--- config.mk ---
export PLATFORM = sky130hd
export DESIGN_NAME = global_avgpool_4x4_128ch
export DESIGN_NICKNAME = d
export VERILOG_FILES = /design/src/rtl/cnn_pkg.sv /design/src/rtl/gap_accum_unit.sv /design/src/rtl/global_avgpool_4x4_128ch.sv
export SDC_FILE = /design/constraint.sdc
export NUM_CORES = 1
export LEC_CHECK = 0
export BUFFER_PORTS_ARGS = -buffer_cell sky130_fd_sc_hd__buf_4
export CAP_MARGIN = 5
export CELL_PAD_IN_SITES_DETAIL_PLACEMENT = 1
export CELL_PAD_IN_SITES_GLOBAL_PLACEMENT = 2
export CORE_MARGIN = 4
export CORE_UTILIZATION = 42
export DETAILED_ROUTE_END_ITERATION = 8
export PLACE_DENSITY_LB_ADDON = 0.3
export SYNTH_ARGS = -nofsm -noshare
export SYNTH_HDL_FRONTEND = slang
export SYNTH_SLANG_ARGS = --single-unit
--- constraint.sdc ---
create_clock -name clk -period 4.6 [get_ports clk]
set_clock_uncertainty 0.05 [all_clocks]
set_input_delay 0.46 -clock clk [delete_from_list [all_inputs] [get_ports clk]]
set_output_delay 0.46 -clock clk [all_outputs]
set_load 0.05 [all_outputs]
--- src/rtl/cnn_pkg.sv ---
`default_nettype none
// +----------------------------------------------------------------------+
// | Package : cnn_pkg                                                     |
// | Brief   : Shared types, constants and helpers for the CNN pipeline.   |
// | Rev     : 1.0                                                         |
// +----------------------------------------------------------------------+
package cnn_pkg;

  localparam int GAP_CH    = 128;
  localparam int GAP_HW    = 16;
  localparam int ACT_W     = 4;
  localparam int GAP_SUM_W = ACT_W + $clog2(GAP_HW);

  typedef enum logic [2:0] {
    GAP_IDLE     = 3'd0,
    GAP_UP_START = 3'd1,
    GAP_WAIT_UP  = 3'd2,
    GAP_STREAM   = 3'd3,
    GAP_DRAIN    = 3'd4,
    GAP_DONE     = 3'd5
  } gap_state_t;

  // Round-half-up mean of GAP_HW activations. The largest sum (15*16) plus
  // the half-LSB bias still fits in GAP_SUM_W bits, so no carry is lost.
  function automatic logic [ACT_W-1:0] avg_round(input logic [GAP_SUM_W-1:0] sum);
    logic [GAP_SUM_W-1:0] biased;
    biased = sum + GAP_SUM_W'(GAP_HW / 2);
    return ACT_W'(biased >> $clog2(GAP_HW));
  endfunction

endpackage
`default_nettype wire

--- src/rtl/gap_accum_unit.sv ---
`default_nettype none
// +----------------------------------------------------------------------+
// | Module : gap_accum_unit                                               |
// | Brief  : Per-channel accumulator; emits one rounded mean every HW     |
// |          samples, tagged with its channel index.                      |
// | Rev    : 1.0                                                          |
// +----------------------------------------------------------------------+
module gap_accum_unit
  import cnn_pkg::*;
#(
  parameter int CH = GAP_CH,
  parameter int HW = GAP_HW,
  parameter int DW = ACT_W
) (
  input  logic                  clk,
  input  logic                  resetn,
  input  logic                  clear,
  input  logic                  sample_valid,
  input  logic [DW-1:0]         sample,
  output logic                  result_valid,
  output logic [DW-1:0]         result,
  output logic [$clog2(CH)-1:0] result_ch
);

  localparam int IDX_W = $clog2(HW);
  localparam int CH_W  = $clog2(CH);
  localparam int SUM_W = DW + IDX_W;

  logic [CH_W+IDX_W-1:0] r_cnt;
  logic [SUM_W-1:0]      r_acc;
  logic [SUM_W-1:0]      w_sum;

  // Running sum including the sample arriving this cycle.
  assign w_sum = r_acc + SUM_W'(sample);

  // Accumulate samples; on the last sample of a channel publish the mean and restart.
  always_ff @(posedge clk or negedge resetn) begin
    if (!resetn) begin
      r_cnt        <= '0;
      r_acc        <= '0;
      result_valid <= 1'b0;
      result       <= '0;
      result_ch    <= '0;
    end else if (clear) begin
      r_cnt        <= '0;
      r_acc        <= '0;
      result_valid <= 1'b0;
    end else begin
      result_valid <= 1'b0;
      if (sample_valid) begin
        r_cnt <= r_cnt + 1'b1;
        if (r_cnt[IDX_W-1:0] == IDX_W'(HW - 1)) begin
          result       <= avg_round(w_sum);
          result_ch    <= r_cnt[CH_W+IDX_W-1:IDX_W];
          result_valid <= 1'b1;
          r_acc        <= '0;
        end else begin
          r_acc <= w_sum;
        end
      end
    end
  end

endmodule
`default_nettype wire

--- src/rtl/global_avgpool_4x4_128ch.sv ---
`default_nettype none
// +----------------------------------------------------------------------+
// | Module : global_avgpool_4x4_128ch                                     |
// | Brief  : Global average pool over 4x4x128 4-bit activations. Starts   |
// |          the upstream max-pool, streams its output, stores 128 means. |
// | Rev    : 1.0                                                          |
// +----------------------------------------------------------------------+
module global_avgpool_4x4_128ch
  import cnn_pkg::*;
#(
  parameter int CH     = GAP_CH,
  parameter int HW     = GAP_HW,
  parameter int DW     = ACT_W,
  parameter int UP_LAT = 1
) (
  input  logic          clk,
  input  logic          resetn,
  input  logic          start,
  input  logic [31:0]   read_addr,
  output logic [DW-1:0] read_data,
  output logic          done,
  output logic          busy,
  output logic          up_start,
  input  logic          up_done,
  output logic [31:0]   up_read_addr,
  input  logic [DW-1:0] up_read_data
);

  localparam int          CH_W      = $clog2(CH);
  localparam logic [31:0] LAST_ADDR = 32'(CH * HW - 1);

  gap_state_t        r_state;
  logic              r_issue_valid;
  logic [UP_LAT-1:0] r_vpipe;
  logic [DW-1:0]     r_result [CH];

  logic              w_clear;
  logic              w_sample_valid;
  logic              w_res_valid;
  logic [DW-1:0]     w_res;
  logic [CH_W-1:0]   w_res_ch;
  logic              w_last_written;

  assign w_clear        = (r_state == GAP_WAIT_UP) && up_done;
  assign w_sample_valid = r_vpipe[UP_LAT-1];
  assign w_last_written = w_res_valid && (w_res_ch == CH_W'(CH - 1));

  // Sequencer: upstream handshake, contiguous address issue, completion pulse.
  always_ff @(posedge clk or negedge resetn) begin
    if (!resetn) begin
      r_state       <= GAP_IDLE;
      up_start      <= 1'b0;
      busy          <= 1'b0;
      done          <= 1'b0;
      up_read_addr  <= '0;
      r_issue_valid <= 1'b0;
    end else begin
      up_start <= 1'b0;
      done     <= 1'b0;
      case (r_state)
        GAP_IDLE: begin
          if (start) begin
            up_start <= 1'b1;
            busy     <= 1'b1;
            r_state  <= GAP_UP_START;
          end
        end
        GAP_UP_START: r_state <= GAP_WAIT_UP;
        GAP_WAIT_UP: begin
          if (up_done) begin
            up_read_addr  <= '0;
            r_issue_valid <= 1'b1;
            r_state       <= GAP_STREAM;
          end
        end
        GAP_STREAM: begin
          if (up_read_addr == LAST_ADDR) begin
            r_issue_valid <= 1'b0;
            r_state       <= GAP_DRAIN;
          end else begin
            up_read_addr <= up_read_addr + 32'd1;
          end
        end
        GAP_DRAIN: begin
          // The final result is committed on this same edge.
          if ((r_vpipe == '0) && w_last_written) begin
            done    <= 1'b1;
            r_state <= GAP_DONE;
          end
        end
        GAP_DONE: begin
          busy    <= 1'b0;
          r_state <= GAP_IDLE;
        end
        default: begin
          busy    <= 1'b0;
          r_state <= GAP_IDLE;
        end
      endcase
    end
  end

  // Valid tag travelling alongside each issued address until its data returns.
  always_ff @(posedge clk or negedge resetn) begin
    if (!resetn) begin
      r_vpipe <= '0;
    end else begin
      r_vpipe <= UP_LAT'({r_vpipe, r_issue_valid});
    end
  end

  gap_accum_unit #(
    .CH (CH),
    .HW (HW),
    .DW (DW)
  ) u_accum (
    .clk          (clk),
    .resetn       (resetn),
    .clear        (w_clear),
    .sample_valid (w_sample_valid),
    .sample       (up_read_data),
    .result_valid (w_res_valid),
    .result       (w_res),
    .result_ch    (w_res_ch)
  );

  // Result register file, written once per channel as means complete.
  always_ff @(posedge clk or negedge resetn) begin
    if (!resetn) begin
      for (int i = 0; i < CH; i++) begin
        r_result[i] <= '0;
      end
    end else if (w_res_valid) begin
      r_result[w_res_ch] <= w_res;
    end
  end

  assign read_data = (read_addr < 32'(CH)) ? r_result[read_addr[CH_W-1:0]] : '0;

endmodule
`default_nettype wire

==> metrics.md, run 1 <==
| Metric | Value |
|---|---|
| Iteration-0 DRC Markers | `a little under 900` |
| Chip Height | `about 260 um` |
| Most used DFF post-synth | `dfrtp_1` |
| Post-CTS setup buffers | `0` |
| Final Hold Viols | `0` |
| Hold Slack | `~120 ps` |
| CORE AREA | `about 0.064 mm2` |
| Fin area | `~0.031 mm2` |
| Gpl congestion | `0.8207` |
| P&R area growth vs syn | `13.96%` |
| Cell Pwr Density | `slightly above 400 mW/mm2` |
| Final Util | `48.38%` |
| Num Clock Sinks | `roughly 600` |
| Vias | `roughly 17k` |
| Num CTS Buffers | `between 60 and 70` |
| Port bufs | `78` |
| Post-Syn Area | `about 0.027 mm2` |
| Syn Nets | `just over 2k` |
| TritonCTS clock tree | `built` |
| Multi-input gate area | `around 0.012 mm2` |
| Async S/R FF share, synth | `100.0%` |
| Crit path kind | `primary input to output port` |
| Distinct cells, synth | `between 50 and 60` |
| Crit start category | `primary input` |
| Placed inst area | `0.02900 mm2` |
| Sequential area share after synthesis | `between 50 and 60%` |
| CP max FO | `29` |
| I/O pin total | `79` |
| Layout cells sized above 1 | `41.50%` |
| Number of global-route vias before repair | `roughly 19k` |
| Leakage power | `between 10 and 15 nW` |
| Net count, final | `between 2k and 2.5k` |
| Relative slew slack | `between 10% and 20%` |
| Clock Path Buffers | `3` |
| Flops & latches, synth | `about 580` |
| Fin crit period | `about 4000 ps` |
| Routed WL per cell | `between 20 and 30 um` |
| Fin. max-slew vios | `0` |
| Via density | `about 5.8` |
| Detail Placement HPWL | `approximately 50,000 um` |
| Clk Latency, worst-skew pair | `590 ps` |
| Least-Margin Pin Slew | `roughly 1200 ps` |
| Crit path largest cell delay | `around 550 ps` |
| Clock Pin Slew Worst Setup and Hold Paths | `about 50 ps` |
| Worst path most repeated cell | `buf_4` |
| Crit path required time | `~4100 ps` |
| GRT overflow | `0` |
| Max Fclk | `between 0.2 and 0.3 GHz` |
| FF/Latch Area | `0.01460 mm2` |
| # H-tree levels | `3` |
| Initial antenna violation count | `1` |
| Cells after Synth | `roughly 2.0k` |
| Fill count | `6,456` |
| Maxcap violations | `0` |
| Synth Warn # | `0` |
| Worst-path cell chain | `buf_6, buf_4, mux4_2, a22o_1, a221oi_1, o22ai_1, a211oi_1, o21ai_0, buf_4` |
| Syn avg cell area | `between 10 and 15 um2` |
| Worst vdd ir | `0.2701 mV` |
| RSZ-0062 raised after global routing | `false` |
| Post-route ant nets | `0` |
| Period utilization | `roughly 87%` |
| Die area | `approximately 0.069 mm2` |
| Initial core utilization | `~42%` |
| Largest net degree at the start of global routing | `approximately 110` |
| Die width | `between 200 and 300 um` |
| Final routed DRC violation total | `0` |
| EDFF count, synth | `0` |
| Status | `completed` |
| Crit path DAT | `around 3500 ps` |
| Critical path's slowest cell | `mux4_2` |
| Hold/Removal Path Class | `primary input to flop` |
| First-pass GRT wire length | `approximately 120,000 um` |
| Setup tns final | `0 ps` |
| Root Driver | `clkbuf_16` |
| Total GRT Usage | `between 20% and 30%` |
| Row Count | `93` |
| Setup-failing EPs final | `0` |
| Drt total wl | `76,590 um` |
| Worst setup EP type | `output port` |
| DRT Pass-1 Iters | `5` |
-- Yosys cell counts, drive strengths merged (3+ instances only) --
cell,instances,area (um2)
dfrtp,583,14590
mux2,522,5878
nand2,132,495.5
clkbuf,115,434.2
mux4,104,2342
nor2,96,360.4
mux2i,59,590.6
a21oi,34,170.2
nand3,33,165.2
a22oi,31,232.7
nor4,29,181.4
xnor2,27,236.5
nor3,25,125.1
o21ai,25,125.1
buf,24,122.6
nor2b,14,87.58
a22o,13,113.9
nand2b,13,81.33
a221oi,12,105.1
and3,11,71.31
xor2,10,87.58
a211oi,9,67.56
o22ai,9,56.30
inv,8,30.03
nand4,8,50.05
a21o,7,60.05
ha,7,87.58
o31ai,6,45.04
or2,6,37.54
nand3b,4,30.03
a21boi,3,22.52
a31oi,3,18.77
and2,3,18.77
o221ai,3,26.28
or3,3,25.03
or4,3,22.52
-- cells by family (layout without fill, tap and decap cells) --
| kind of cell | after synthesis | after routing | share of synthesized area, % |
|---|---|---|---|
| multiplexers | 685 | 685 | 32.19 |
| flip-flops | 583 | 583 | 53.31 |
| AND/OR/NAND/NOR | 387 | 387 | 6.629 |
| AO/OA/AOI/OAI | 165 | 165 | 4.147 |
| buffers and inverters | 147 | 253 | 2.144 |
| XOR/XNOR | 37 | 37 | 1.184 |
| adder cells (fa/ha/maj) | 8 | 8 | 0.3932 |
| other | 0 | 1 | 0 |
-- cell type report --
cell class	count	share of cell area (%)
Sequential cell	583	46.83
Antenna cell	1	0.008024
Multi-Input combinational cell	1282	39.21
Inverter	8	0.09629
Clock buffer	101	6.407
Timing Repair Buffer	128	3.466
Tap cell	855	3.430
Clock inverter	16	0.5536
-- per-layer routing --
layer  wire length [um]  share of wire (%)  vias to the layer above  GRT usage, %
li1                   -                  -                     7526             -
met1              33480                 44                     9241         29.88
met2              37290                 49                      371         36.48
met3               3790                4.9                      117         4.692
met4               2027                2.6                        0         6.014
met5                  0                  0                        -             0
-- flip-flops by register name (all words and copies together) (netlist names) --
signal and count:
busy 1, done 1, r_issue_valid 1, r_result 512, r_state 3, r_vpipe 1
u_accum.r_acc 8, u_accum.r_cnt 11, u_accum.result 4, u_accum.result_ch 7, u_accum.result_valid 1, up_read_addr 32
up_start 1
-- what timing repair did --
action / CTS / global route
hold buffers: 1 / 0
gates resized for setup: 0 / 0
hold endpoints to repair: 91 / 0
-- cell usage in the layout, fill, tap and decap left out, drive strengths merged, types with 10 or more instances in the layout --
cell type / instances
buf: 126
clkbuf: 102
a22o: 13
nor4: 29
and3: 11
xnor2: 27
dfrtp: 583
xor2: 10
nor2b: 14
a21oi: 34
a22oi: 31
nand2b: 13
mux4: 104
nand2: 132
mux2i: 59
nor2: 96
a221oi: 12
clkinv: 12
mux2: 522
o21ai: 25
nor3: 25
nand3: 33
-- power breakdown --
group	internal (W)	switching, W
clock	0.00317	0.00213
sequential	0.00529	0.000530
combinational	0.000497	0.000991
-- through the flow --
stage | worst slack, ps | total power (W) | instances
6_report | 603.1 | 0.01261 | 2974
2_1_floorplan | 983.6 | 0.006663 | 2012
3_3_place_gp | 675.4 | 0.007354 | 2855
4_1_cts | 646.7 | 0.01277 | 2973
3_5_place_dp | 638.0 | 0.007418 | 2855
5_1_grt | 446.9 | 0.01316 | 2973
-- critical path, delay by kind of cell --
kind	cells	cell delay (ps)
AO/OA/AOI/OAI	5	1440
buffers and inverters	3	960
multiplexers	1	550
-- final timing paths --
kind,slack (ps),cells past startpoint,endpoint,from
max,600,9,read_data[3],read_addr[0]
min in group asynchronous,490,2,r_result[506]$_DFFE_PN0P_,resetn
min reg2reg,330,0,r_vpipe$_DFF_PN0_,r_issue_valid$_DFFE_PN0P_
max in group asynchronous,2800,3,r_result[308]$_DFFE_PN0P_,resetn
max reg2reg,1580,4,r_result[380]$_DFFE_PN0P_,u_accum.result_ch[5]$_DFFE_PN0P_
min,120,3,up_start$_DFF_PN0_,start
(Power assumes the default switching activity.)
==> run 2: changes to the inputs <==
CELL_PAD_IN_SITES_GLOBAL_PLACEMENT = 1   (was 2)
==> metrics.md, run 2 (same netlist as run 1, synthesis figures left out) <==
| Metric | Value |
|---|---|
| Relative slew slack | `17.40% (+1.3 points)` |
| Row Count | `93 (unchanged)` |
| Setup-failing EPs final | `0 (unchanged)` |
| TritonCTS clock tree | `built` |
| Routed WL per cell | `25.57 um (-0.70%)` |
| Fin crit period | `3974 ps (-23.26 ps)` |
| N_diodes | `0 (-1)` |
| Num CTS Buffers | `68 (unchanged)` |
| Commonest non-fill, non-tap cell in the layout | `dfrtp_1` |
| Worst-path cell chain | `buf_6, buf_12, buf_4, mux4_2, a22oi_1, a21oi_1, a21oi_1, o21ai_0, a22o_1, buf_4` |
| RSZ-0062 raised after global routing | `false` |
| Worst R2R Setup Slack | `1470 ps (-110 ps)` |
| Post-place setup slack | `527.7 ps (-110.3 ps)` |
| Biggest regs | `r_result x512, up_read_addr x32, u_accum.r_cnt x11` |
| Num Clock Sinks | `583 (unchanged)` |
| Worst setup EP type | `output port` |
| Max Fclk | `0.2517 GHz (+0.59%)` |
| P&R area growth vs syn | `14.19%` |
| Max FFs per register | `512 (unchanged)` |
| Post-route ant nets | `0 (unchanged)` |
| Final Hold Viols | `0 (unchanged)` |
| Fill count | `6,387 (-1.1%)` |
| Drt total wl | `76,070 um (-0.67%)` |
| Crit path DAT | `3460 ps (-30 ps)` |
| Hold Crit Start | `start` |
| Crit path required time | `4090 ps (about the same)` |
| Delay-heaviest family, CP | `buffers and inverters` |
| Iteration-0 DRC Markers | `1,127 (+26%)` |
| Hold depth | `3 (unchanged)` |
| Root Driver | `clkbuf_16` |
| Worst r2r path cells | `4 (unchanged)` |
| Post-CTS setup buffers | `0 (unchanged)` |
| DRT Pass-1 Iters | `5 (unchanged)` |
| Die width | `263.3 um (unchanged)` |
| Period utilization | `86.38% (-0.51 points)` |
| Clock Path Buffers | `3 (unchanged)` |
| Detail Placement HPWL | `50,730 um (+0.83%)` |
| FF-to-FF End | `r_result[448]$_DFFE_PN0P_` |
| Hold/Removal Path Class | `primary input to flop` |
| Initial antenna violation count | `0 (-1)` |
| Most frequent cells in the layout | `dfrtp_1 (579), mux2_2 (522), nand2_1 (132)` |
| Vias | `17.34k (+0.50%)` |
| Setup tns final | `0 ps (unchanged)` |
| Gpl congestion | `0.8328 (+1.5%)` |
| Initial core utilization | `42.45% (unchanged)` |
| Clk Latency, worst-skew pair | `590 ps (about the same)` |
| Chip Height | `263.3 um (unchanged)` |
| Crit path kind | `primary input to output port` |
| Number of global-route vias before repair | `19.38k (+1.2%)` |
| Bufs and invs on worst path | `4 (+1)` |
| Clock Pin Slew Worst Setup and Hold Paths | `60 ps (about the same)` |
| CP max FO | `45 (+55%)` |
| Port bufs | `78 (unchanged)` |
| WHS Endpoint | `up_start$_DFF_PN0_` |
| First-pass GRT wire length | `120,500 um (+0.58%)` |
| Worst vdd ir | `0.3423 mV (+27%)` |
| CORE AREA | `0.06446 mm2 (unchanged)` |
| Cell Pwr Density | `407.4 mW/mm2 (+0.79%)` |
| GRT overflow | `0 (unchanged)` |
| Layout cells sized above 1 | `41.70% (+0.20 points)` |
| Largest net degree at the start of global routing | `102 (-2.9%)` |
| Final WS setup | `626.4 ps (+23.26 ps)` |
| Reg with most FFs | `r_result` |
| Status | `completed` |
| Total GRT Usage | `22.13% (about the same)` |
| I/O pin total | `79 (unchanged)` |
| Crit path largest cell delay | `540 ps (about the same)` |
| Via density | `5.829 (+0.47%)` |
| Crit start category | `primary input` |
| Fin. max-slew vios | `0 (unchanged)` |
| Maxcap violations | `0 (unchanged)` |
| Net count, final | `2,120 (+0.047%)` |
| Leakage power | `14.69 nW (+0.20%)` |
| Critical path's slowest cell | `mux4_2` |
| Final routed DRC violation total | `0 (unchanged)` |
| Die area | `0.06931 mm2 (unchanged)` |
| Worst R2R Start | `u_accum.result_ch[1]$_DFFE_PN0P_` |
| Least-Margin Pin Slew | `1229 ps (-17.31 ps)` |
| # H-tree levels | `3 (unchanged)` |
[run 2: changes by cell type in the layout (fill, tap and decap cells not counted), sizes merged]
cell,before,now
clkbuf,102,104
inv,8,10
bufinv,3,4
diode,1,0
clkinvlp,1,3
buf,126,127
clkinv,12,6
[run 2: worst max-delay path by stage]
stage,from,depth (start not counted),end
after floorplan,read_addr[0],10,read_data[1]
after global placement,read_addr[0],10,read_data[2]
after detailed placement,read_addr[0],10,read_data[2]
after CTS,read_addr[0],10,read_data[2]
after global routing,read_addr[0],10,read_data[2]
final,read_addr[0],10,read_data[2]
[run 2: per-stage QoR]
step	cells	hold WS (ps)	power, W	utilization [%]	area (um2)
detailed placement	2856	319.4	0.007417	44.98	29000
global placement	2856	326.5	0.007345	44.98	29000
global route	2975	107.5	0.01331	48.48	31250
finish	2975	110.5	0.01273	48.48	31250
CTS	2975	81.11	0.01289	48.48	31250
floorplan	2012	114.4	0.006663	-	27370
[run 2: routing by layer]
layer / global-route usage (%) / vias to the layer above / routed length (um)
li1: - / 7516 / -
met2: 37.05 / 355 / 37400
met5: 0 / - / 0
met1: 30.06 / 9355 / 33370
met3: 3.822 / 116 / 3302
met4: 5.957 / 0 / 2004
[run 2: worst reg2reg max path: stages, from the launching register on]
cell and delay, ps:
dfrtp_1 660, nand4_1 550, buf_4 400, nor4_1 940, mux2_2 430
[run 2: cell type report]
type | count | area (um2) | share of cell area [%]
well taps | 855 | 1070 | 3.423
clock buffers | 103 | 2054 | 6.574
multi-input cells | 1282 | 12230 | 39.12
inverters | 8 | 30.03 | 0.09609
clock inverters | 15 | 190.2 | 0.6086
flip-flops and latches | 583 | 14600 | 46.73
repair buffers | 129 | 1076 | 3.443
[run 2: report_power, final]
part	internal (W)	switching, W
clock network	0.00330	0.00212
logic	0.000496	0.000948
registers	0.00529	0.000577
[run 2: timing repair]
item	4_1_cts	5_1_grt
gates resized for setup	0	0
endpoints found under the hold margin	92	0
hold buffers	1	0
endpoints found under the setup margin	0	0
